File: src/rtl/gpio_input.sv
// gpio_input: memory-mapped switch/key input peripheral.
// Synchronises SW and KEY, debounces the keys, latches key presses in a
// sticky write-1-to-clear EDGE register and raises a maskable level IRQ.
// Register offsets are chosen so the block can share a chip select with
// the LED/HEX output GPIO.
module gpio_input #(
  parameter int DEBOUNCE_CYCLES = 50000
) (
  input  logic        clk,
  input  logic        rst,
  input  logic        CS,
  input  logic        REN,
  input  logic        WEN,
  input  logic [11:0] Addr,
  input  logic [31:0] DataIn,
  output logic [31:0] DataOut,
  input  logic [3:0]  KEY,
  input  logic [9:0]  SW,
  output logic        IRQ
);

  localparam logic [11:0] ADDR_SW   = 12'h000;
  localparam logic [11:0] ADDR_KEYS = 12'h004;
  localparam logic [11:0] ADDR_EDGE = 12'h024;
  localparam logic [11:0] ADDR_MASK = 12'h028;

  // Terminal count: the stable value flips on the edge where the counter
  // has already seen DEBOUNCE_CYCLES-1 mismatching cycles and one more.
  localparam logic [19:0] CNT_MAX = 20'(DEBOUNCE_CYCLES - 1);

  // Synchroniser stages. KEY idles high (released), so its flops reset to 1.
  logic [3:0]  r_key_s1, r_key_s2;
  logic [9:0]  r_sw_s1, r_sw_s2;

  // Debounce state.
  logic [3:0]  r_key_stable;
  logic [19:0] r_cnt [4];

  // Software-visible state.
  logic [3:0]  r_edge;
  logic [3:0]  r_mask;
  logic [31:0] r_data_out;
  logic        r_irq;

  // Combinational helpers.
  logic [3:0]  w_key_sync;
  logic [3:0]  w_stable_nxt;
  logic [19:0] w_cnt_nxt [4];
  logic [3:0]  w_press;
  logic [3:0]  w_edge_clr;
  logic [3:0]  w_edge_nxt;
  logic        w_rd;
  logic        w_wr;
  logic [31:0] w_rdata;

  // Keys are active-low on the pins; internally 1 means pressed.
  assign w_key_sync = ~r_key_s2;

  assign w_rd = CS & REN;
  assign w_wr = CS & WEN;

  // Two-flop synchronisers for the asynchronous button and switch inputs.
  // NOTE: sequential state uses non-blocking assignments so every flop
  // samples the pre-edge value of its source, independent of block order.
  always_ff @(posedge clk) begin
    if (!rst) begin
      r_key_s1 <= 4'hF;
      r_key_s2 <= 4'hF;
      r_sw_s1  <= '0;
      r_sw_s2  <= '0;
    end else begin
      r_key_s1 <= KEY;
      r_key_s2 <= r_key_s1;
      r_sw_s1  <= SW;
      r_sw_s2  <= r_sw_s1;
    end
  end

  // Per-key debounce: count consecutive mismatch cycles, accept the new
  // level at the terminal count, restart on any match.
  // NOTE: every output of this block gets a default before the branches,
  // otherwise an untaken path would infer a latch.
  always_comb begin
    w_stable_nxt = r_key_stable;
    for (int i = 0; i < 4; i++) begin
      w_cnt_nxt[i] = '0;
      if (w_key_sync[i] != r_key_stable[i]) begin
        if (r_cnt[i] == CNT_MAX) begin
          w_stable_nxt[i] = w_key_sync[i];
        end else begin
          w_cnt_nxt[i] = r_cnt[i] + 20'd1;
        end
      end
    end
  end

  // Debounce counters and stable key levels.
  always_ff @(posedge clk) begin
    if (!rst) begin
      r_key_stable <= '0;
      for (int i = 0; i < 4; i++) begin
        r_cnt[i] <= '0;
      end
    end else begin
      r_key_stable <= w_stable_nxt;
      for (int i = 0; i < 4; i++) begin
        r_cnt[i] <= w_cnt_nxt[i];
      end
    end
  end

  // Press detection and sticky-flag update; a press beats a same-cycle clear.
  always_comb begin
    w_press    = w_stable_nxt & ~r_key_stable;
    w_edge_clr = (w_wr && (Addr == ADDR_EDGE)) ? DataIn[3:0] : 4'h0;
    w_edge_nxt = (r_edge & ~w_edge_clr) | w_press;
  end

  // Read mux over the current (pre-write) register values.
  always_comb begin
    w_rdata = '0;
    unique case (Addr)
      ADDR_SW:   w_rdata[9:0] = r_sw_s2;
      ADDR_KEYS: w_rdata[3:0] = r_key_stable;
      ADDR_EDGE: w_rdata[3:0] = r_edge;
      ADDR_MASK: w_rdata[3:0] = r_mask;
      default:   w_rdata      = '0;
    endcase
  end

  // Bus-visible registers: EDGE, MASK, read data and the interrupt line.
  always_ff @(posedge clk) begin
    if (!rst) begin
      r_edge     <= '0;
      r_mask     <= '0;
      r_data_out <= '0;
      r_irq      <= 1'b0;
    end else begin
      r_edge <= w_edge_nxt;
      if (w_wr && (Addr == ADDR_MASK)) begin
        r_mask <= DataIn[3:0];
      end
      r_data_out <= w_rd ? w_rdata : 32'h0;
      r_irq      <= |(r_edge & r_mask);
    end
  end

  assign DataOut = r_data_out;
  assign IRQ     = r_irq;

endmodule

File: config.mk
export PLATFORM = sky130hd
export DESIGN_NAME = gpio_input
export DESIGN_NICKNAME = d
export VERILOG_FILES = /design/src/rtl/gpio_input.sv
export SDC_FILE = /design/constraint.sdc
export NUM_CORES = 1
export LEC_CHECK = 0
export ABC_CLOCK_PERIOD_IN_PS = 2600
export BUFFER_PORTS_ARGS = -buffer_cell sky130_fd_sc_hd__buf_2
export CORE_MARGIN = 2
export CORE_UTILIZATION = 43
export CTS_CLUSTER_DIAMETER = 50
export DETAILED_ROUTE_END_ITERATION = 7
export GPL_ROUTABILITY_DRIVEN = 0
export SYNTH_ARGS = -nofsm -noshare
export SYNTH_HDL_FRONTEND = slang
export SYNTH_SLANG_ARGS = --single-unit
File: constraint.sdc
create_clock -name clk -period 2.6 [get_ports clk]
set_clock_uncertainty 0.1 [all_clocks]
set_input_delay 0.39 -clock clk [delete_from_list [all_inputs] [get_ports clk]]
set_output_delay 0.39 -clock clk [all_outputs]
set_load 0.05 [all_outputs]
==> results of run 1 <==
-- metal layers --
layer | track usage, % | vias up | routed length (um)
li1 | - | 2260 | -
met1 | 19.4 | 2089 | 4870
met2 | 27.3 | 66 | 5500
met3 | 5.27 | 4 | 397
met4 | 6.32 | 0 | 89
met5 | 0 | - | 0
-- cells in the mapped netlist, drive strengths merged --
master  number  area [um2]
clkbuf      19        71.3
a21boi       1        7.51
ha           4        50.1
a31o         4        35.0
and2        34         213
nor2b        7        43.8
nand2       28         105
nand4       25         156
and3         8        50.1
nor4        25         178
o21ai       13        65.1
or4         10        82.6
or4b         3        30.0
o21a         3        22.5
buf         24         175
or3b         2        17.5
or3         13        81.3
nand4b       2        17.5
xor2        21         184
mux2i       15         150
nor2        76         285
dfxtp      131        2620
nor4bb       2        20.0
o31ai        3        22.5
o22a         4        35.0
nand2b      14        87.6
or2          3        18.8
a21o         2        15.0
o221ai       1        8.76
and4         8        70.1
a22oi        6        45.0
inv         15        56.3
o41ai        1        8.76
nand3       30         160
nor3b        2        15.0
nor4b        5        43.8
conb         1        3.75
a21oi       23         115
xnor2       32         280
nor3         6        30.0
a41oi        1        8.76
-- cells by family (layout without fill, tap and decap cells) --
family,after synthesis,count (layout),share of synthesized area [%]
xor+xnor,53,53,8.16
simple gates,303,303,30.0
mux,15,15,2.64
buf+inv,58,100,5.32
compound gates,62,62,6.84
fa+ha+maj,4,4,0.880
flops,131,131,46.1
other cells,1,23,0.0659
-- layout make-up --
type                            instances  share of cell area, %
Antenna cell                            1                 0.0382
Tap cell                              176                   3.36
Clock buffer                           25                   7.41
Sequential cell                       131                   40.0
Clock inverter                          6                  0.458
Timing Repair Buffer                   54                   4.47
Inverter                               15                  0.859
Multi-Input combinational cell        459                   43.4
-- sequential cells by signal (all words and copies together), names as in the netlist --
register	flops
r_key_s1	4
DataOut	10
r_sw_s2	10
r_key_s2	4
r_cnt	80
r_key_stable	4
r_sw_s1	10
r_edge	4
IRQ	1
r_mask	4
-- worst register-to-register path, cell delays in order (launching register included) --
cell and delay, ns:
dfxtp_1 0.36, ha_1 0.22, nand3_1 0.18, or3_1 0.50
or4_1 0.49, a21oi_1 0.14
-- power by group --
| part | internal [mW] | switching [mW] | leakage, nW |
|---|---|---|---|
| Combinational | 0.0449 | 0.118 | 0.917 |
| Sequential | 2.03 | 0.00660 | 1.06 |
| Clock | 1.28 | 0.773 | 0.260 |
-- worst min-delay path by stage --
stage | slack [ns] | end | start
global placement | 0.29 | r_key_s2[3] | r_key_s1[3]
global route | 0.06 | r_key_s1[2] | KEY[2]
detailed placement | 0.30 | r_key_s2[1] | r_key_s1[1]
CTS | 0.06 | r_key_s1[2] | KEY[2]
floorplan | 0.29 | r_key_s2[0] | r_key_s1[0]
finish | 0.07 | r_key_s1[2] | KEY[2]
-- through the flow --
step,power (mW),instance area [um2],setup WS (ns),instances
after floorplan,2.23,5770,0.614,648
after global placement,2.24,6030,0.447,835
after detailed placement,2.24,6030,0.403,835
after CTS,4.32,6550,0.540,866
after global routing,4.42,6550,0.402,866
final,4.25,6550,0.546,867
==> results summary, run 1 <==
The first global-routing pass estimated 18700 um of wire. The slack of the worst reg-to-reg path came out at 0.55 ns. The count of buffers added on input and output ports is 45. The floorplan step set the die height to 119 um. For the worst-skew pair, the clock arrives at the later sink with an insertion delay of 0.40 ns. The number of cells on the worst reg-to-reg path came out at 5. The most critical setup path has its endpoint at r_cnt[1][16]. The hold violation total from the final report came out at 0. The final-report max-slew violation count is 0. The startpoint identified for the worst register-to-register timing path is r_cnt[1][0]. The aggregate global routing overflow is 0. The initial DRC count came out at 276. The critical path is of the flop to flop type. The via count of the first global-routing pass came out at 4202.

The number of flip-flops and latches in the synthesized netlist came out at 131. The critical path data required time came out at 2.84 ns. Counting I/O delays and the setup requirement, the final critical path takes 2.05 ns.

The library cell used most frequently in the layout, excluding fill and tap cells, is dfxtp_1. The cell family contributing the most delay on the critical path is simple AND/OR/NAND/NOR gates. The deepest level of the CTS H-tree is 4.

The sequential share of the synthesized area is 46.1%. The final-layout fill cell count came out at 1226. The remaining antenna violation count came out at 0. Of the available clock period, the critical path in the final layout requires 79.0%.

The critical path goes through ha_1 -> nand3_1 -> or3_1 -> or4_1 -> a21oi_1. In the final layout, the share of cells above drive strength 1 is 13.9%. Setup repair after global routing left no endpoint under its margin. The clock input transition at the sequential cells of the worst setup and hold paths is 0.05 ns. The power per standard cell area came out at 649 nW/um2. Summing all multi-input logic gate instances after layout gives 2840 um2. The sink count of the clock tree is 131. In this run the worst setup path begins at r_cnt[1][0]. The average detailed-routed wire length per instance is 12.5 um. The maximum ir drop on the vdd rail is 404 uV. The peak clock frequency supported by timing came out at 487 MHz.

The post-route core utilization came out at 50.1%. In this run the standard cell core region covers 13100 um2. In the final layout, flip-flops and latches occupy 2620 um2. The transition at the pin with the smallest max-transition slack came out at 0.509 ns. The depth of the worst hold-timing path is 2. The count of cell instances traversed by the critical path came out at 5. The area enclosed by the die boundary is 14200 um2.

The worst register-to-register path ends at r_cnt[1][16]. The overall routing resource usage is 16.3%. The first TritonRoute pass finished after 5 iterations. The peak fanout along the critical path is 5. The post-CTS setup-driven buffer insertion count is 0. The die width came out at 119 um. In the layout the commonest cells are 131 x dfxtp_1, 76 x nor2_1, 45 x buf_2, 34 x and2_1, 32 x xnor2_1. The largest individual stage delay along the critical path comes from the cell or3_1. The run finished with clean final reports.

The total routed wirelength came out at 10900 um. Setup violations remaining at the end of the flow were counted as 0. The count of hold-fix buffers inserted at cts is 0.

The post-route worst hold slack is 0.0740 ns. The delay of the slowest cell on the worst path is 0.50 ns. The yosys synthesis warning count came out at 0. The normalized max-slew margin came out at 65.8%. After synthesis, the mean cell area works out to 9.07 um2. The analysis attributes to cell leakage a power of 2.24 nW.

The worst hold path belongs to the class input port to flop. The area added between synthesis and finish is 15.2%. The total CTS buffers is 17. The number of vias per cell after detailed routing is 5.10. The netlist area before placement came out at 5690 um2. The number of buffer and inverter instances along the worst setup path came out at 0.

The distinct cell type count after synthesis came out at 49. TritonCTS built the clock tree. STA classifies the critical path endpoint as a flop. The initial antenna violation count came to 1. Entering global routing, the biggest net connects 27 pins. In this run the clock root is driven by a clkbuf_16. The HPWL reported at the end of detailed placement is 7890 um.

The max-capacitance violation count is 0. The worst setup path is launched from a flop. The buffer levels on the longest clock path is 2. After floorplanning, the core was divided into 42 placement rows.

The layout net count is 745. The post-route setup TNS is 0 ns. The initial utilization of the core area, before any placement, comes to 43.5%.

The overall via count from detail_route came out at 4419. For this design the top-level I/O count stands at 96. STA puts the critical path data arrival time at 2.29 ns. The total DRC errors in the routed layout came out at 0. The number of gates resized after CTS came out at 0. The synthesized instance count is 627.
No activity file was read; power rests on OpenSTA's default activity.
==> inputs of run 2 (changes only) <==
ABC_AREA = 1   (was default)
ABC_CLOCK_PERIOD_IN_PS = 2150   (was 2600)
clock period = 2.15 ns   (was 2.6 ns; I/O delays follow)
==> run 2 against run 1 <==
Net effect:
- global-route usage up 1.2 points
- cell area rose by 11%
- synthesized area rose by 10%
- final cell count up 36%
- flip-flop and latch count unchanged
- critical path depth up 1
- critical path type unchanged
- largest cell class unchanged
- largest power group unchanged
==> results summary, run 2 <==
The total DRC errors in the routed layout came out at 0 (unchanged). On the critical path the largest part of the delay comes from simple AND/OR/NAND/NOR gates. The initial antenna violation count was 3 (+2).

Leaving out fill and tap cells, the most frequent cells in the layout are 216 x nand2_1, 168 x nor2_1, 131 x dfxtp_1, 112 x inv_1, 67 x nand3_1. The buffer levels on the longest clock path is 2 (unchanged). The complex-gate fraction of the synthesized area is 5.21% (-1.6 points). The post-CTS setup-driven buffer insertion count is 0 (unchanged). The fraction of power consumed by sequential logic is 44.7% (-3.3 points). The path with the worst hold slack has its endpoint at r_key_s1[0]. The post-route minimum period came out at 1.81 ns (-0.243 ns). The proportion of netlist area held by the largest area contributor came out at 41.8% (-4.3 points). The pre-CTS setup slack came out at 0.325 ns (-0.0777 ns). The number of input and output port buffers inserted is 45 (unchanged). The CTS tree is built. The cell-internal power is 4.23 mW (+26%). The effective utilization at floorplan came out at 43.6% (+0.17 points). The number of top-level design ports came out at 96 (unchanged). In this run the most critical hold path is launched from KEY[0]. The overall routing resource usage is 17.5% (+1.2 points). The final count of negative-setup-slack endpoints is 0 (unchanged). The data arrival at the endpoint of the critical path came out at 2.00 ns (-0.29 ns). The share of synthesized area spent on multiplexers came out at 0% (-2.6 points).

The leakage component of the power came out at 2.82 nW (+26%). The footprint of the multi-input gates is 3030 um2 (+6.6%). The cell taking the most area after synthesis is dfxtp_1.

The deepest level of the CTS H-tree is 4 (unchanged). The initial DRC count came out at 289 (+4.7%). In this run the critical register-to-register path is launched from r_cnt[2][0].

The die width came out at 125 um (+4.8%). The total routed wirelength was 12700 um (+17%). The hold violation total from the final report came out at 0 (unchanged). The detailed-routing iteration count for the pre-antenna-repair pass came to 4 (-1).

The clock root buffer master is clkbuf_16. The final design area excluding fillers is 7300 um2 (+11%). Yosys attributes the largest share of cell area to dfxtp_1 42%, nand2_1 13%, nor2_1 10%. The overall via count from detail_route came out at 5434 (+23%). The clock input transition at the sequential cells of the worst setup and hold paths is 0.06 ns (about the same). The placeable core region is 14400 um2 (+9.8%). The instance area after placement is 6590 um2 (+9.2%). The capturing element type of the critical path is a flop. The row count was 44 (+4.8%). The remaining antenna violation count is 0 (unchanged). The nature of the critical path startpoint is a flop. Setup repair after global routing left no endpoint under its margin.

The most common cell in the netlist is nand2_1. The type of the most critical hold path is input port to flop. The die span in y is 125 um (+4.8%). The area share of and/or/nand/nor cells after synthesis came out at 38.1% (+8.1 points). The post-route setup TNS came out at 0 ns (unchanged).

The number of flip-flops and latches in the synthesized netlist came out at 131 (unchanged). Compared with the post-synthesis result, the final layout area differs by 16.4%. The distinct cell type count after synthesis came out at 35 (-29%). The slack of the worst reg-to-reg path is 0.34 ns (-0.21 ns). The aggregate global routing overflow came out at 0 (unchanged). The xor and xnor area share after synthesis came out at 2.93% (-5.2 points).

The final-layout fill cell count came out at 1456 (+19%). The maximum ir drop on the vdd rail came out at 551 uV (+36%). The sink count of the clock tree is 131 (unchanged). The library cell used most frequently in the layout, excluding fill and tap cells, is nand2_1. The yosys synthesis warning count is 0 (unchanged). The number of cells on the worst reg-to-reg path came out at 6 (+1). By count the netlist is led by 216 x nand2_1, 168 x nor2_1, 131 x dfxtp_1, 112 x inv_1, 67 x nand3_1. The first-pass GRT wire length was 22600 um (+21%). The final period utilization came out at 84.3% (+5.3 points). The net switching power came out at 1.28 mW (+43%). The final-report max-slew violation count is 0 (unchanged). The peak clock frequency supported by timing is 552 MHz (+13%). The start-to-end type of the worst setup path is flop to flop. The highest-delay cell along the critical path is dfxtp_1. The sequential standard cell area is 2620 um2 (unchanged). The combinational power share came out at 3.9% (about the same). The number of vias per cell after detailed routing was 4.61 (-9.5%). The layout net count is 1047 (+41%). The peak fanout along the critical path came out at 20 (+15). The number of enable flip-flop cells after synthesis is 0 (unchanged).

By area, the combinational part of the netlist is dominated by simple AND/OR/NAND/NOR gates. The count of hold-fix buffers inserted at cts came out at 12 (+12). The via count of the first global-routing pass came out at 4972 (+18%). The sequential share of the synthesized area came out at 41.8% (-4.3 points). The maximum number of pins on one net before global-route repair came out at 26 (-3.7%).

The register containing the most flip-flops in the final layout is r_cnt. The power per standard cell area came out at 755 nW/um2 (+16%). The netlist area before placement came to 6270 um2 (+10%). The total CTS buffers came out at 17 (unchanged). The arithmetic-cell share of the synthesized area counting full adders, half adders and majority gates came to 0.798% (-0.082 points).

The delay of the slowest cell on the worst path came out at 0.36 ns (-0.14 ns). The post-route worst hold slack is 0.0155 ns (-0.0586 ns). The max-capacitance violation count came out at 0 (unchanged). The fraction of registers with async set or reset after synthesis came out at 0% (unchanged). The number of gates resized after CTS is 0 (unchanged). The critical path goes through ha_1 -> nand3_2 -> nor2_2 -> nand4_2 -> nand2_2 -> nor2_1.

The synthesized instance count is 912 (+45%). The minimum setup slack in the final design is 0.338 ns (-0.207 ns). The mean instance size in the synthesized netlist came out at 6.87 um2 (-24%). The number of buffer and inverter instances along the worst setup path came out at 0 (unchanged). The number of flip-flops under the largest register name is 80 (unchanged). The critical path data required time came to 2.34 ns (-0.50 ns). The depth of the worst hold-timing path is 2 (unchanged). The HPWL reported at the end of detailed placement came out at 9390 um (+19%). Among all flip-flop cells after synthesis, the most frequent one is dfxtp_1. The run finished with clean final reports.

The area enclosed by the die boundary was 15600 um2 (+9.9%). The endpoint identified for the worst register-to-register timing path is r_cnt[2][9]. The switching share of total power came out at 23.3% (+2.2 points). The average detailed-routed wire length per instance is 10.8 um (-14%). The ratio of cells with drive above 1 in the final layout came to 12.5% (-1.4 points). The source-to-sink clock delay at the later pin of the worst-skew pair is 0.42 ns (+0.02 ns). The portion of total power attributed to the clock network came to 51.4% (+3.2 points).
## run 2: cell count changes in the layout (fill, tap and decap cells not counted), moves of 19 or more
cell,delta
nand2_1,+188
nor2_1,+92
inv_1,+97
nand3_1,+39
nor4_1,-23
xnor2_1,-24
a21oi_1,+19
and2_1,-34
## run 2: logic make-up after synthesis
| group | after synthesis |
|---|---|
| buffers and inverters | 151 |
| adder cells (fa/ha/maj) | 4 |
| flip-flops | 131 |
| XOR/XNOR | 21 |
| AND/OR/NAND/NOR | 542 |
| AO/OA/AOI/OAI | 62 |
| other | 1 |
## run 2: worst max path at each step
stage,from,endpoint,slack [ns],cells after the start
floorplan,r_cnt[3][0],r_cnt[3][16],0.60,9
CTS,r_cnt[2][0],r_cnt[2][9],0.31,6
global placement,r_cnt[2][0],r_cnt[2][17],0.36,6
global route,r_cnt[2][0],r_cnt[2][9],0.14,6
detailed placement,r_cnt[2][0],r_cnt[2][9],0.33,6
finish,r_cnt[2][0],r_cnt[2][9],0.34,6
## run 2: layout make-up
cell class | instances | share of cell area (%)
well taps | 184 | 3.15
clock buffers | 17 | 5.83
clock inverters | 15 | 2.18
diodes | 1 | 0.0343
flip-flops and latches | 131 | 35.9
multi-input cells | 651 | 41.5
inverters | 115 | 5.91
repair buffers | 64 | 5.45
## run 2: metal layers
metal	up-vias	track usage [%]	part of all wire (%)
met2	73	28.0	45
li1	2962	-	-
met3	20	5.24	3.8
met5	-	0	0.24
met1	2375	22.4	49
met4	4	6.48	1.5
## run 2: power by group through the flow
| stage | clock (mW) | sequential [mW] | combinational, mW |
|---|---|---|---|
| 3_3_place_gp | 0 | 2.52 | 0.198 |
| 6_report | 2.83 | 2.46 | 0.216 |
| 2_1_floorplan | 0 | 2.52 | 0.182 |
| 3_5_place_dp | 0 | 2.52 | 0.200 |
| 4_1_cts | 2.89 | 2.46 | 0.217 |
| 5_1_grt | 3.01 | 2.46 | 0.236 |
## run 2: stage by stage
step	utilization, %	power [mW]	std cells
2_1_floorplan	-	2.70	933
3_3_place_gp	45.9	2.71	1133
3_5_place_dp	45.9	2.72	1133
4_1_cts	50.8	5.57	1177
5_1_grt	50.8	5.71	1177
6_report	50.8	5.51	1178
==> inputs of run 3 (changes only) <==
ABC_AREA = 0   (was 1)
ABC_CLOCK_PERIOD_IN_PS = 1600   (was 2150)
PLACE_DENSITY = 0.66   (was default)
clock period = 1.6 ns   (was 2.15 ns; I/O delays follow)
==> run 3 against run 2 <==
Net effect:
- the flow now finishes with violations (negative setup slack)
- clock power is 31% higher
- hold slack better by 0.0014 ns
- combinational power is 58% higher
- sequential power is 34% higher
- cell area is 12% higher
- clock-buffer cell count is 1 higher
- via count is 6.3% lower
- first-iteration DRC count is 12% lower
- global-route usage is 1.8 points higher
- final cell count is 15% lower
- fmax is 0.61% lower
- critical path type unchanged
- highest routed layer is now met4
==> results summary, run 3 (synthesis results as in run 1) <==
The initial antenna violation count is 0 (-3). The peak clock frequency supported by timing is 549 MHz (-0.61%). The net switching power came out at 1.74 mW (+36%).

The clock input transition at the sequential cells of the worst setup and hold paths is 0.06 ns (about the same). The source-to-sink clock delay at the later pin of the worst-skew pair is 0.42 ns (about the same). The power per standard cell area came out at 900 nW/um2 (+19%).

The most critical setup path has its startpoint at r_cnt[1][12]. Setup repair after global routing could not meet its margin everywhere. The final reports fail on negative setup slack. The area enclosed by the die boundary was 14200 um2 (-9.0%). The minimum setup slack in the final design is -0.223 ns (-0.561 ns).

The layout net count was 877 (-16%). The ratio of cells with drive above 1 in the final layout came out at 38.6% (+26 points). The met1 routing resource usage after global routing was 21.4% (-1.0 points). The maximum number of pins on one net before global-route repair came out at 23 (-12%). The post-route worst hold slack came out at 0.0168 ns (+0.00136 ns). The average detailed-routed wire length per instance is 14.0 um (+30%). The hold violation total from the final report is 0 (unchanged). Leaving out fill and tap cells, the most frequent cell in the layout is buf_4. The max-capacitance violation count came out at 0 (unchanged). The die width is 119 um (-4.6%). The register containing the most flip-flops in the final layout is r_cnt. The nature of the critical path startpoint is a flop.

The total CTS buffers is 17 (unchanged). The final count of negative-setup-slack endpoints is 49 (+49). The run finished, with violations left.

The CTS tree is built. The placeable core region came to 13100 um2 (-8.9%). The number of cells on the worst reg-to-reg path is 5 (-1). The met3 capacity usage during global routing is 5.03% (-0.21 points). The global routing stage identified its most utilized layer as met2. The critical path capture point is r_cnt[1][18]. The peak fanout along the critical path is 20 (unchanged). The number of input and output port buffers inserted is 45 (unchanged). The placed cell count came out at 932 (-18%). The leakage component of the power came out at 3.00 nW (+6.1%). The deepest level of the CTS H-tree came out at 4 (unchanged). The switching share of total power came out at 23.7% (+0.42 points). The detailed-routing iteration count for the pre-antenna-repair pass came out at 4 (unchanged).

The first-pass GRT wire length came to 22100 um (-2.5%). The startpoint identified for the worst register-to-register timing path is r_cnt[1][12]. The data arrival at the endpoint of the critical path came out at 2.02 ns (+0.02 ns). The number of top-level design ports is 96 (unchanged). The final period utilization came out at 114% (+30 points). The post-route minimum period is 1.82 ns (+0.0111 ns). The HPWL reported at the end of detailed placement came out at 9180 um (-2.2%). The fraction of power consumed by sequential logic came out at 45.0% (+0.3 points).

The via count of the first global-routing pass is 4924 (-0.97%). The cell-internal power was 5.61 mW (+33%). The final-report max-slew violation count is 0 (unchanged). The die span in y is 119 um (-4.6%). The total routed wirelength came out at 14000 um (+10%). The number of standard cells in the layout, taps in and fillers out is 999 (-15%). The worst setup path is captured at a flop. The count of antenna diodes in the layout is 0 (-1). The start-to-end type of the worst setup path is flop to flop. The critical path data required time came out at 1.80 ns (-0.54 ns). The portion of total power attributed to the clock network came out at 50.4% (-1.0 points).

The pre-CTS setup slack was -0.375 ns (-0.700 ns). The total DRC errors in the routed layout is 0 (unchanged). The endpoint identified for the worst register-to-register timing path is r_cnt[1][18]. The area added between synthesis and finish is 43.6%. The number of vias per cell after detailed routing was 5.10 (+10%). The post-route setup TNS came out at -6.24 ns (-6.24 ns). The initial DRC count is 253 (-12%). The overall routing resource usage was 19.3% (+1.8 points). The effective utilization at floorplan is 43.5% (-0.17 points). The fraction of met2 tracks used by global routing is 34.8% (+6.8 points).

The buffer levels on the longest clock path is 2 (unchanged). The row count came to 42 (-4.5%). The slack of the worst reg-to-reg path was -0.22 ns (-0.56 ns).

The cell sitting at the root of the clock tree is a clkbuf_16. The aggregate global routing overflow is 0 (unchanged). The number of flip-flops under the largest register name came out at 80 (unchanged). The combinational power share is 4.6% (+0.7 points). The maximum ir drop on the vdd rail is 650 uV (+18%). The top cell types in the final layout, fill and taps aside, are 109 x buf_4, 98 x dfxtp_1, 64 x nor2_1, 45 x buf_2, 34 x and2_1. The sink count of the clock tree is 131 (unchanged).

The remaining antenna violation count was 0 (unchanged). The min-delay analysis places its worst path in the category input port to flop. The overall via count from detail_route came out at 5091 (-6.3%).
[run 3: changes by cell type in the layout (fill, tap and decap cells not counted), sizes merged, moves of 13 or more]
cell / change
nand2b: +14
xnor2: +24
a21oi: -20
or3: +13
and2: +34
mux2i: +15
nor4: +25
nand2: -193
inv: -98
nor2: -102
buf: +119
or2: -14
nand3: -43
nor3: -17
[run 3: routing by layer]
layer	vias to the layer above	share of wire [%]
li1	2536	-
met4	0	2.1
met2	89	53
met1	2436	41
met5	-	0
met3	30	3.2
[run 3: layout make-up]
type                            instances  area, um2
Fill cell                            1034       4910
Timing Repair Buffer                  186       1400
Clock inverter                         14        128
Clock buffer                           18        439
Tap cell                              176        220
Multi-Input combinational cell        459       3250
Inverter                               15       56.3
Sequential cell                       131       2670
[run 3: worst min-delay path by stage]
stage | startpoint | end | depth (start not counted)
2_1_floorplan | KEY[0] | r_key_s1[0] | 1
3_3_place_gp | r_key_s1[2] | r_key_s2[2] | 1
4_1_cts | DataIn[2] | r_mask[2] | 3
3_5_place_dp | r_key_s1[0] | r_key_s2[0] | 1
5_1_grt | DataIn[1] | r_mask[1] | 3
6_report | DataIn[1] | r_mask[1] | 3
[run 3: critical path, cell delays in order, from the launching register on]
cell and delay [ns]:
dfxtp_2 0.33, or4_1 0.53, or3_4 0.36, o21ai_4 0.16
buf_12 0.18, a21oi_1 0.06
[run 3: stage by stage]
stage               util [%]  instance area (um2)  total power, mW
global placement        52.6                 6880             3.67
CTS                     59.6                 7800             7.40
global route            62.4                 8170             7.62
floorplan                  -                 5890             3.62
detailed placement      52.6                 6880             3.67
finish                  62.4                 8170             7.35
[run 3: power by group through the flow]
stage	registers (mW)	logic, mW	clock network, mW
floorplan	3.38	0.243	0
CTS	3.31	0.327	3.77
detailed placement	3.38	0.293	0
finish	3.30	0.341	3.71
global placement	3.38	0.289	0
global route	3.31	0.366	3.95
[run 3: timing repair]
| item | 4_1_cts | 5_1_grt |
|---|---|---|
| hold endpoints to repair | 15 | 0 |
| hold buffers | 15 | 0 |
| setup endpoints to repair | 52 | 73 |
| resized for setup | 34 | 74 |
| buffers inserted | 10 | 6 |
| pin swaps | 18 | 30 |
| gates cloned | 1 | 3 |
